### config.mk
export PLATFORM = sky130hd
export DESIGN_NAME = mac_feeder_flat
export DESIGN_NICKNAME = d
export VERILOG_FILES = /design/src/rtl/mac_pkg.sv /design/src/rtl/mac_feeder_if.sv /design/src/rtl/mac_feeder.sv /design/src/flat_wrapper.sv
export SDC_FILE = /design/constraint.sdc
export NUM_CORES = 1
export LEC_CHECK = 0
export BUFFER_PORTS_ARGS = -buffer_cell sky130_fd_sc_hd__buf_4
export CORE_UTILIZATION = 45
export CTS_CLUSTER_DIAMETER = 200
export DETAILED_ROUTE_END_ITERATION = 16
export PLACE_DENSITY = 0.87
export SKIP_LAST_GASP = 1
export SLEW_MARGIN = 20
export SYNTH_ARGS = -nofsm -noshare
export SYNTH_HDL_FRONTEND = slang
export SYNTH_SLANG_ARGS = --single-unit
### constraint.sdc
create_clock -name clk -period 2.3 [get_ports clk]
set_input_delay 0.46 -clock clk [delete_from_list [all_inputs] [get_ports clk]]
set_output_delay 0.46 -clock clk [all_outputs]
set_load 0.02 [all_outputs]
### src/rtl/mac_pkg.sv
// Shared types and helpers for the MAC feeder (state encoding, count width).
package mac_pkg;

  localparam int DEFAULT_DATA_W = 8;

  typedef enum logic [2:0] {
    CLEAR,
    FEED,
    DRAIN,
    CAPTURE,
    OUT
  } mac_feeder_state_t;

  function automatic int cnt_w(input int len);
    return $clog2(len + 1);
  endfunction

endpackage

### src/rtl/mac_feeder_if.sv
// Operand-in / result-out stream bundle for mac_feeder.
// MAC_FEEDER_LAST_EN adds s_last on the input side and m_len on the output side.
interface mac_feeder_if
  import mac_pkg::*;
#(
  parameter int DATA_W  = DEFAULT_DATA_W,
  parameter int VEC_LEN = 16
);

  localparam int CNT_W = cnt_w(VEC_LEN);

  logic              s_valid;
  logic              s_ready;
  logic [DATA_W-1:0] s_a;
  logic [DATA_W-1:0] s_b;
  logic              m_valid;
  logic              m_ready;
  logic [DATA_W-1:0] m_sum;
`ifdef MAC_FEEDER_LAST_EN
  logic              s_last;
  logic [CNT_W-1:0]  m_len;

  modport slave (
    input  s_valid, s_a, s_b, s_last, m_ready,
    output s_ready, m_valid, m_sum, m_len
  );

  modport master (
    output s_valid, s_a, s_b, s_last, m_ready,
    input  s_ready, m_valid, m_sum, m_len
  );
`else
  modport slave (
    input  s_valid, s_a, s_b, m_ready,
    output s_ready, m_valid, m_sum
  );

  modport master (
    output s_valid, s_a, s_b, m_ready,
    input  s_ready, m_valid, m_sum
  );
`endif

endinterface

### src/rtl/mac_feeder.sv
// Sequences operand pairs into a mac_unit, one dot product per VEC_LEN pairs.
// Optional: MAC_FEEDER_LAST_EN enables early termination via s_last and reports m_len.
module mac_feeder
  import mac_pkg::*;
#(
  parameter int DATA_W  = DEFAULT_DATA_W,
  parameter int VEC_LEN = 16
) (
  input  logic              clk,
  input  logic              reset,
  mac_feeder_if.slave       s,
  output logic [DATA_W-1:0] mac_a,
  output logic [DATA_W-1:0] mac_b,
  output logic              mac_clr,
  input  logic [DATA_W-1:0] mac_sum,
  output logic              busy
);

  localparam int CNT_W = cnt_w(VEC_LEN);

  mac_feeder_state_t state_reg, state_next;
  logic [CNT_W-1:0]  count_reg;
  logic [DATA_W-1:0] mac_a_reg, mac_b_reg, m_sum_reg;
  logic              m_valid_reg;
  logic              s_ready_int;
  logic              hs;
  logic              last_hs;

  assign hs = s.s_valid && s_ready_int;

`ifdef MAC_FEEDER_LAST_EN
  logic [CNT_W-1:0] m_len_reg;
  assign last_hs  = hs && ((count_reg == CNT_W'(VEC_LEN - 1)) || s.s_last);
  assign s.m_len  = m_len_reg;
`else
  assign last_hs  = hs && (count_reg == CNT_W'(VEC_LEN - 1));
`endif

  always_ff @(posedge clk) begin
    if (reset) begin
      state_reg <= CLEAR;
    end else begin
      state_reg <= state_next;
    end
  end

  always_comb begin
    state_next = state_reg;
    case (state_reg)
      CLEAR:   state_next = FEED;
      FEED:    if (last_hs) state_next = DRAIN;
      DRAIN:   state_next = CAPTURE;
      CAPTURE: state_next = OUT;
      OUT:     if (s.m_ready) state_next = CLEAR;
      default: state_next = CLEAR;
    endcase
  end

  // mac_clr follows reset combinationally so the MAC clears in the same edge as this block.
  always_comb begin
    s_ready_int = (state_reg == FEED);
    mac_clr     = reset || (state_reg == CLEAR);
    busy        = (state_reg != FEED) || (count_reg != '0);
  end

  // Operands default to zero every cycle: the MAC has no enable, so idle cycles must add 0.
  always_ff @(posedge clk) begin
    if (reset) begin
      count_reg   <= '0;
      mac_a_reg   <= '0;
      mac_b_reg   <= '0;
      m_sum_reg   <= '0;
      m_valid_reg <= 1'b0;
`ifdef MAC_FEEDER_LAST_EN
      m_len_reg   <= '0;
`endif
    end else begin
      mac_a_reg <= '0;
      mac_b_reg <= '0;
      case (state_reg)
        CLEAR: count_reg <= '0;
        FEED: begin
          if (hs) begin
            mac_a_reg <= s.s_a;
            mac_b_reg <= s.s_b;
            count_reg <= count_reg + 1'b1;
          end
        end
        CAPTURE: begin
          m_sum_reg   <= mac_sum;
          m_valid_reg <= 1'b1;
`ifdef MAC_FEEDER_LAST_EN
          m_len_reg   <= count_reg;
`endif
        end
        OUT: if (s.m_ready) m_valid_reg <= 1'b0;
        default: ;
      endcase
    end
  end

  assign s.s_ready = s_ready_int;
  assign s.m_valid = m_valid_reg;
  assign s.m_sum   = m_sum_reg;
  assign mac_a     = mac_a_reg;
  assign mac_b     = mac_b_reg;

endmodule

### src/flat_wrapper.sv
// flat-port wrapper written by rule: the top's interface ports become plain ports
module mac_feeder_flat import mac_pkg::*;
#(
  parameter int DATA_W  = DEFAULT_DATA_W,
  parameter int VEC_LEN = 16
)
  (clk, reset, mac_a, mac_b, mac_clr, mac_sum, busy, s_s_valid, s_s_a, s_s_b, s_m_ready, s_s_ready, s_m_valid, s_m_sum);
  mac_feeder_if #(.DATA_W(DATA_W), .VEC_LEN(VEC_LEN)) s_i ();
  input  logic clk;
  input  logic reset;
  output logic [DATA_W-1:0] mac_a;
  output logic [DATA_W-1:0] mac_b;
  output logic mac_clr;
  input  logic [DATA_W-1:0] mac_sum;
  output logic busy;
  input wire logic [$bits(s_i.s_valid)-1:0] s_s_valid;
  input wire logic [$bits(s_i.s_a)-1:0] s_s_a;
  input wire logic [$bits(s_i.s_b)-1:0] s_s_b;
  input wire logic [$bits(s_i.m_ready)-1:0] s_m_ready;
  output wire logic [$bits(s_i.s_ready)-1:0] s_s_ready;
  output wire logic [$bits(s_i.m_valid)-1:0] s_m_valid;
  output wire logic [$bits(s_i.m_sum)-1:0] s_m_sum;
  assign s_i.s_valid = s_s_valid;
  assign s_i.s_a = s_s_a;
  assign s_i.s_b = s_s_b;
  assign s_i.m_ready = s_m_ready;
  assign s_s_ready = s_i.s_ready;
  assign s_m_valid = s_i.m_valid;
  assign s_m_sum = s_i.m_sum;
  mac_feeder #(.DATA_W(DATA_W), .VEC_LEN(VEC_LEN)) u_core (.clk(clk), .reset(reset), .s(s_i), .mac_a(mac_a), .mac_b(mac_b), .mac_clr(mac_clr), .mac_sum(mac_sum), .busy(busy));
endmodule
-- Word-level counts from Yosys, hierarchy flattened
Index checks and enable logic that the tools add are counted.
- add/subtract/negate cells: 1
- equality and inequality tests: 9
- multiplexer cells: 7
- bitwise gates (word level): 2
- reductions and logical operators: 12
- operator list (operator ; number):
    3-bit one-hot mux with 5 select lines ; 1
    5-bit one-hot mux with 2 select lines ; 1
    3-bit by 2-bit equality test with 1-bit output (second input constant) ; 2
    3-bit two-way mux ; 2
    2-bit != test (second input constant) ; 3
    2-bit AND reduction ; 3
    5-bit by 1-bit adder with 5-bit output (second input constant) ; 1
    5-bit by 4-bit equality test with 1-bit output (second input constant) ; 1
    5-bit two-way mux ; 1
    5-bit nonzero test ; 1
    2-bit nonzero test ; 2
    3-bit by 1-bit equality test with 1-bit output (second input constant) ; 1
    3-bit equality test (second input constant) ; 1
    3-bit zero test ; 1
    3-bit by 1-bit != test with 1-bit output (second input constant) ; 1
    3-bit OR reduction ; 1
    1-bit logical AND ; 2
    1-bit logical OR ; 2
    1-bit inverter ; 2
    1-bit one-hot mux with 2 select lines ; 1
    1-bit two-way mux ; 1
- register bits after elaboration: 33
- bits of input ports: 28
- word-level logic and storage cells: 37

-- Logic depth before layout (Yosys ltp)
- depth after elaboration: 5
- mapped depth: 5
- depth with buffers taken out: 5

-- Worst setup path before layout
No wires, ideal clock.
- kind: register to output
- start: register u_core.state_reg[2]
- end: output port busy
- arrival: 1292 ps
- slack: 548 ps
- stages on the path, launching flop included: 5
- path buffers: 1
- cell sequence: dfxtp_1 -> buf_2 -> or3b_4 -> inv_1 -> nand4_1
- word-level cells in the longest chain between the ends: 2
- ends and longest elaborated chain (element ; line ; RTL):
    from (decl) ; mac_feeder.sv:21 ; mac_feeder_state_t state_reg, state_next;
    from (signal assigned) ; mac_feeder.sv:43 ; state_reg <= state_next;
    3-bit by 1-bit != test with 1-bit output ; mac_feeder.sv:63 ; busy = (state_reg != FEED) || (count_reg != '0);
    1-bit logical OR ; mac_feeder.sv:63 ;
    to (decl) ; flat_wrapper.sv:15 ; output logic busy;
No other way between the ends.

-- Worst setup path in the final report
- start: register u_core.state_reg[0]
- end: output port busy
Same word-level chain as after synthesis.

==> load_flow_metrics.sql <==
INSERT INTO impl_metrics (metric_group, metric, value, unit) VALUES
('clocking', 'cts-buffers-inserted', '5', ''),
('sta', 'hold_ws', '310', 'ps'),
('critical_path', 'path_buf_inv', '2', ''),
('sta', 'finalSetupViolCount', '0', ''),
('clocking', 'cts_max_path_buffers', '2', ''),
('power_and_ir_drop', 'power.ir.vdd_worst', '0.000578', 'V'),
('cells_and_area', 'num_antenna_cells', '0', ''),
('cells_and_area', 'fin_nets', '206', ''),
('cells_and_area', 'seq_area', '661', 'µm²'),
('clocking', 'clock_tree.htree_level_count', '2', ''),
('placed_design', 'portBuffers', '55', ''),
('detailed_routing', 'drt-wirelength-per-cell', '12.8', 'µm'),
('critical_path', 'crit_family', 'simple AND/OR/NAND/NOR gates', ''),
('sta', 'slew_headroom', '0.647', ''),
('critical_path', 'crit_path_end_kind', 'primary output', ''),
('critical_path', 'cp_cell_sequence', 'or3b_4 > inv_1 > nand4_1 > buf_4', ''),
('synth', 'post_synth.cell_area_avg', '10.2', 'µm²'),
('clocking', 'ctsResizeCount', '0', ''),
('critical_path', 'timing.critical_path.slowest_cell_delay', '480', 'ps'),
('placed_design', 'detailed_place_hpwl', '2000', 'µm'),
('synth', 'synthCells', '120', ''),
('sta', 'finalMaxSlewViolations', '0', ''),
('die', 'core.rowCount', '18', ''),
('synth', 'synth.ff_latch_count', '33', ''),
('cells_and_area', 'final_common_cell', 'sky130_fd_sc_hd__buf_4', ''),
('power_and_ir_drop', 'power', '1.03', 'mW'),
('critical_path', 'reg2reg_setup_slack', '560', 'ps'),
('global_route', 'track_usage', '0.208', ''),
('critical_path', 'cp-start-kind', 'flip-flop', ''),
('synth', 'syn_nets', '151', ''),
('sta', 'fmaxAchievable', '0.466', 'GHz'),
('clocking', 'clock_sinks', '33', ''),
('die', 'io_pins', '56', ''),
('die', 'floorplan.core_area', '2520', 'µm²'),
('global_route', 'wire_length_of_the_first_global_routing_pass', '4070', 'µm'),
('cells_and_area', 'finalCoreUtilization', '0.674', ''),
('detailed_routing', 'overall_via_count_from_detail_route', '1058', ''),
('clocking', 'clk_latency', '340', 'ps'),
('sta', 'final_critical_period', '2150', 'ps'),
('hold_path', 'hold_class', 'in2reg', ''),
('sta', 'clock-skew-final', '10.8', 'ps'),
('sta', 'rsz0062_at_grt', 'no', ''),
('global_route', 'number_of_antenna_violations_at_the_first_check_in_global_routing', '0', ''),
('cells_and_area', 'layout.filler_cells', '215', ''),
('global_route', 'grt-ovfl-total', '0', ''),
('cells_and_area', 'top_library_cells_by_usage_in_the_layout_fill_and_taps_aside', '55 x sky130_fd_sc_hd__buf_4, 33 x sky130_fd_sc_hd__dfxtp_1, 16 x sky130_fd_sc_hd__and2_1', ''),
('critical_path', 'critPathKind', 'reg2out', ''),
('sta', 'transition_time_at_the_pin_with_the_least_slew_margin', '528', 'ps'),
('global_route', 'pin_count_of_the_biggest_net_entering_global_routing', '18', ''),
('cells_and_area', 'multiInputGateArea', '504', 'µm²'),
('clocking', 'cts.repair_timing.setup_buffer_count', '0', ''),
('clocking', 'path_clk_slew', '100', 'ps'),
('power_and_ir_drop', 'power.leakage', '0.829', 'nW'),
('critical_path', 'crit_fanout', '10', ''),
('die', 'dieWidth', '54.1', 'µm'),
('critical_path', 'worst_path_max_delay_cell', 'sky130_fd_sc_hd__dfxtp_1', ''),
('critical_path', 'crit_required', '1840', 'ps'),
('run', 'max_cap_violations', '0', ''),
('outcome', 'status', 'finished, final reports clean', ''),
('detailed_routing', 'first_pass_iters', '6', ''),
('die', 'initial_utilization', '0.484', ''),
('global_route', 'first_global_vias', '981', ''),
('cells_and_area', 'layout-drive-gt1-share', '0.381', ''),
('clocking', 'cts_hold_buf', '0', ''),
('die', 'die_area', '2930', 'µm²'),
('sta', 'fin_crit_sh', '0.934', ''),
('synth', 'post_synth_instance_area', '1220', 'µm²'),
('clocking', 'clock_tree_from_tritoncts', 'done', ''),
('detailed_routing', 'antenna_violating_nets_post_route', '0', ''),
('detailed_routing', 'post_drt_via_cell_ratio', '5.14', ''),
('clocking', 'cts.root.buffer_cell', 'sky130_fd_sc_hd__clkbuf_4', '');
[power breakdown]
part	internal, mW	switching, mW
combinational	0.0546	0.0429
sequential	0.581	0.00558
clock	0.149	0.194
total	0.785	0.243
[Yosys cell counts]
| master | number | area, µm² |
|---|---|---|
| sky130_fd_sc_hd__a31oi_1 | 1 | 6.26 |
| sky130_fd_sc_hd__nor2_1 | 11 | 41.3 |
| sky130_fd_sc_hd__mux2i_1 | 8 | 80.1 |
| sky130_fd_sc_hd__and2_1 | 16 | 100 |
| sky130_fd_sc_hd__nand3_1 | 2 | 10.0 |
| sky130_fd_sc_hd__nand3b_1 | 2 | 15.0 |
| sky130_fd_sc_hd__buf_6 | 1 | 11.3 |
| sky130_fd_sc_hd__nor2b_1 | 1 | 6.26 |
| sky130_fd_sc_hd__o31ai_1 | 1 | 7.51 |
| sky130_fd_sc_hd__a21o_1 | 1 | 7.51 |
| sky130_fd_sc_hd__or2_2 | 2 | 12.5 |
| sky130_fd_sc_hd__a211oi_1 | 2 | 15.0 |
| sky130_fd_sc_hd__clkbuf_1 | 3 | 11.3 |
| sky130_fd_sc_hd__or2b_1 | 1 | 7.51 |
| sky130_fd_sc_hd__inv_1 | 5 | 18.8 |
| sky130_fd_sc_hd__nor3b_4 | 1 | 18.8 |
| sky130_fd_sc_hd__o21ai_0 | 3 | 15.0 |
| sky130_fd_sc_hd__ha_1 | 3 | 37.5 |
| sky130_fd_sc_hd__nand4b_1 | 1 | 8.76 |
| sky130_fd_sc_hd__or4_1 | 3 | 22.5 |
| sky130_fd_sc_hd__or3b_4 | 1 | 11.3 |
| sky130_fd_sc_hd__buf_2 | 3 | 15.0 |
| sky130_fd_sc_hd__nand2b_1 | 1 | 6.26 |
| sky130_fd_sc_hd__and3_1 | 1 | 6.26 |
| sky130_fd_sc_hd__a21oi_1 | 7 | 35.0 |
| sky130_fd_sc_hd__dfxtp_1 | 33 | 661 |
| sky130_fd_sc_hd__nand4_1 | 3 | 18.8 |
| sky130_fd_sc_hd__nor3_1 | 3 | 15.0 |
[layer usage]
layer,track usage,share of wire,routed length (µm),up-vias
li1,-,-,-,519
met1,0.201,0.38,1000,478
met4,0.141,0.022,59,0
met3,0.0734,0.077,202,8
met2,0.368,0.52,1360,53
met5,0,0,0,-
[worst register-to-register path, delay by kind of cell (launching register included)]
family | cells | cell delay [ps]
simple gates | 2 | 700
compound gates | 1 | 150
fa+ha+maj | 2 | 490
flops | 1 | 340
[layout make-up]
class                           instances  area share
Timing Repair Buffer                   55       0.243
Multi-Input combinational cell         75       0.297
Clock inverter                          2     0.00810
Clock buffer                            6      0.0302
Tap cell                               30      0.0221
Sequential cell                        33       0.389
Inverter                                5      0.0110
[through the flow]
stage	cell area, µm²	std cells	setup WS [ps]
finish	1700	206	152
global route	1700	206	90.8
CTS	1700	206	168
detailed placement	1630	198	540
global placement	1630	198	608
floorplan	1220	120	548
[path summary, 6_finish.rpt]
kind,from,end,cells after the start
max,u_core.state_reg[0]$_SDFFE_PP0P_,busy,4
min,s_s_b[3],u_core.mac_b[3]$_SDFF_PP0_,2
max reg2reg,u_core.count_reg[0]$_SDFFE_PP0P_,u_core.count_reg[4]$_SDFFE_PP0P_,5
min reg2reg,u_core.count_reg[4]$_SDFFE_PP0P_,u_core.count_reg[4]$_SDFFE_PP0P_,2
[cell families (layout without fill, tap and decap cells)]
group                    count (synthesis)  in the layout  synth area share
adder cells (fa/ha/maj)                  3              3            0.0307
buffers and inverters                   12             68            0.0461
AO/OA/AOI/OAI                           15             15            0.0707
flip-flops                              33             33             0.541
AND/OR/NAND/NOR                         49             49             0.246
multiplexers                             8              8            0.0656
No activity file was read; power rests on OpenSTA's default activity.
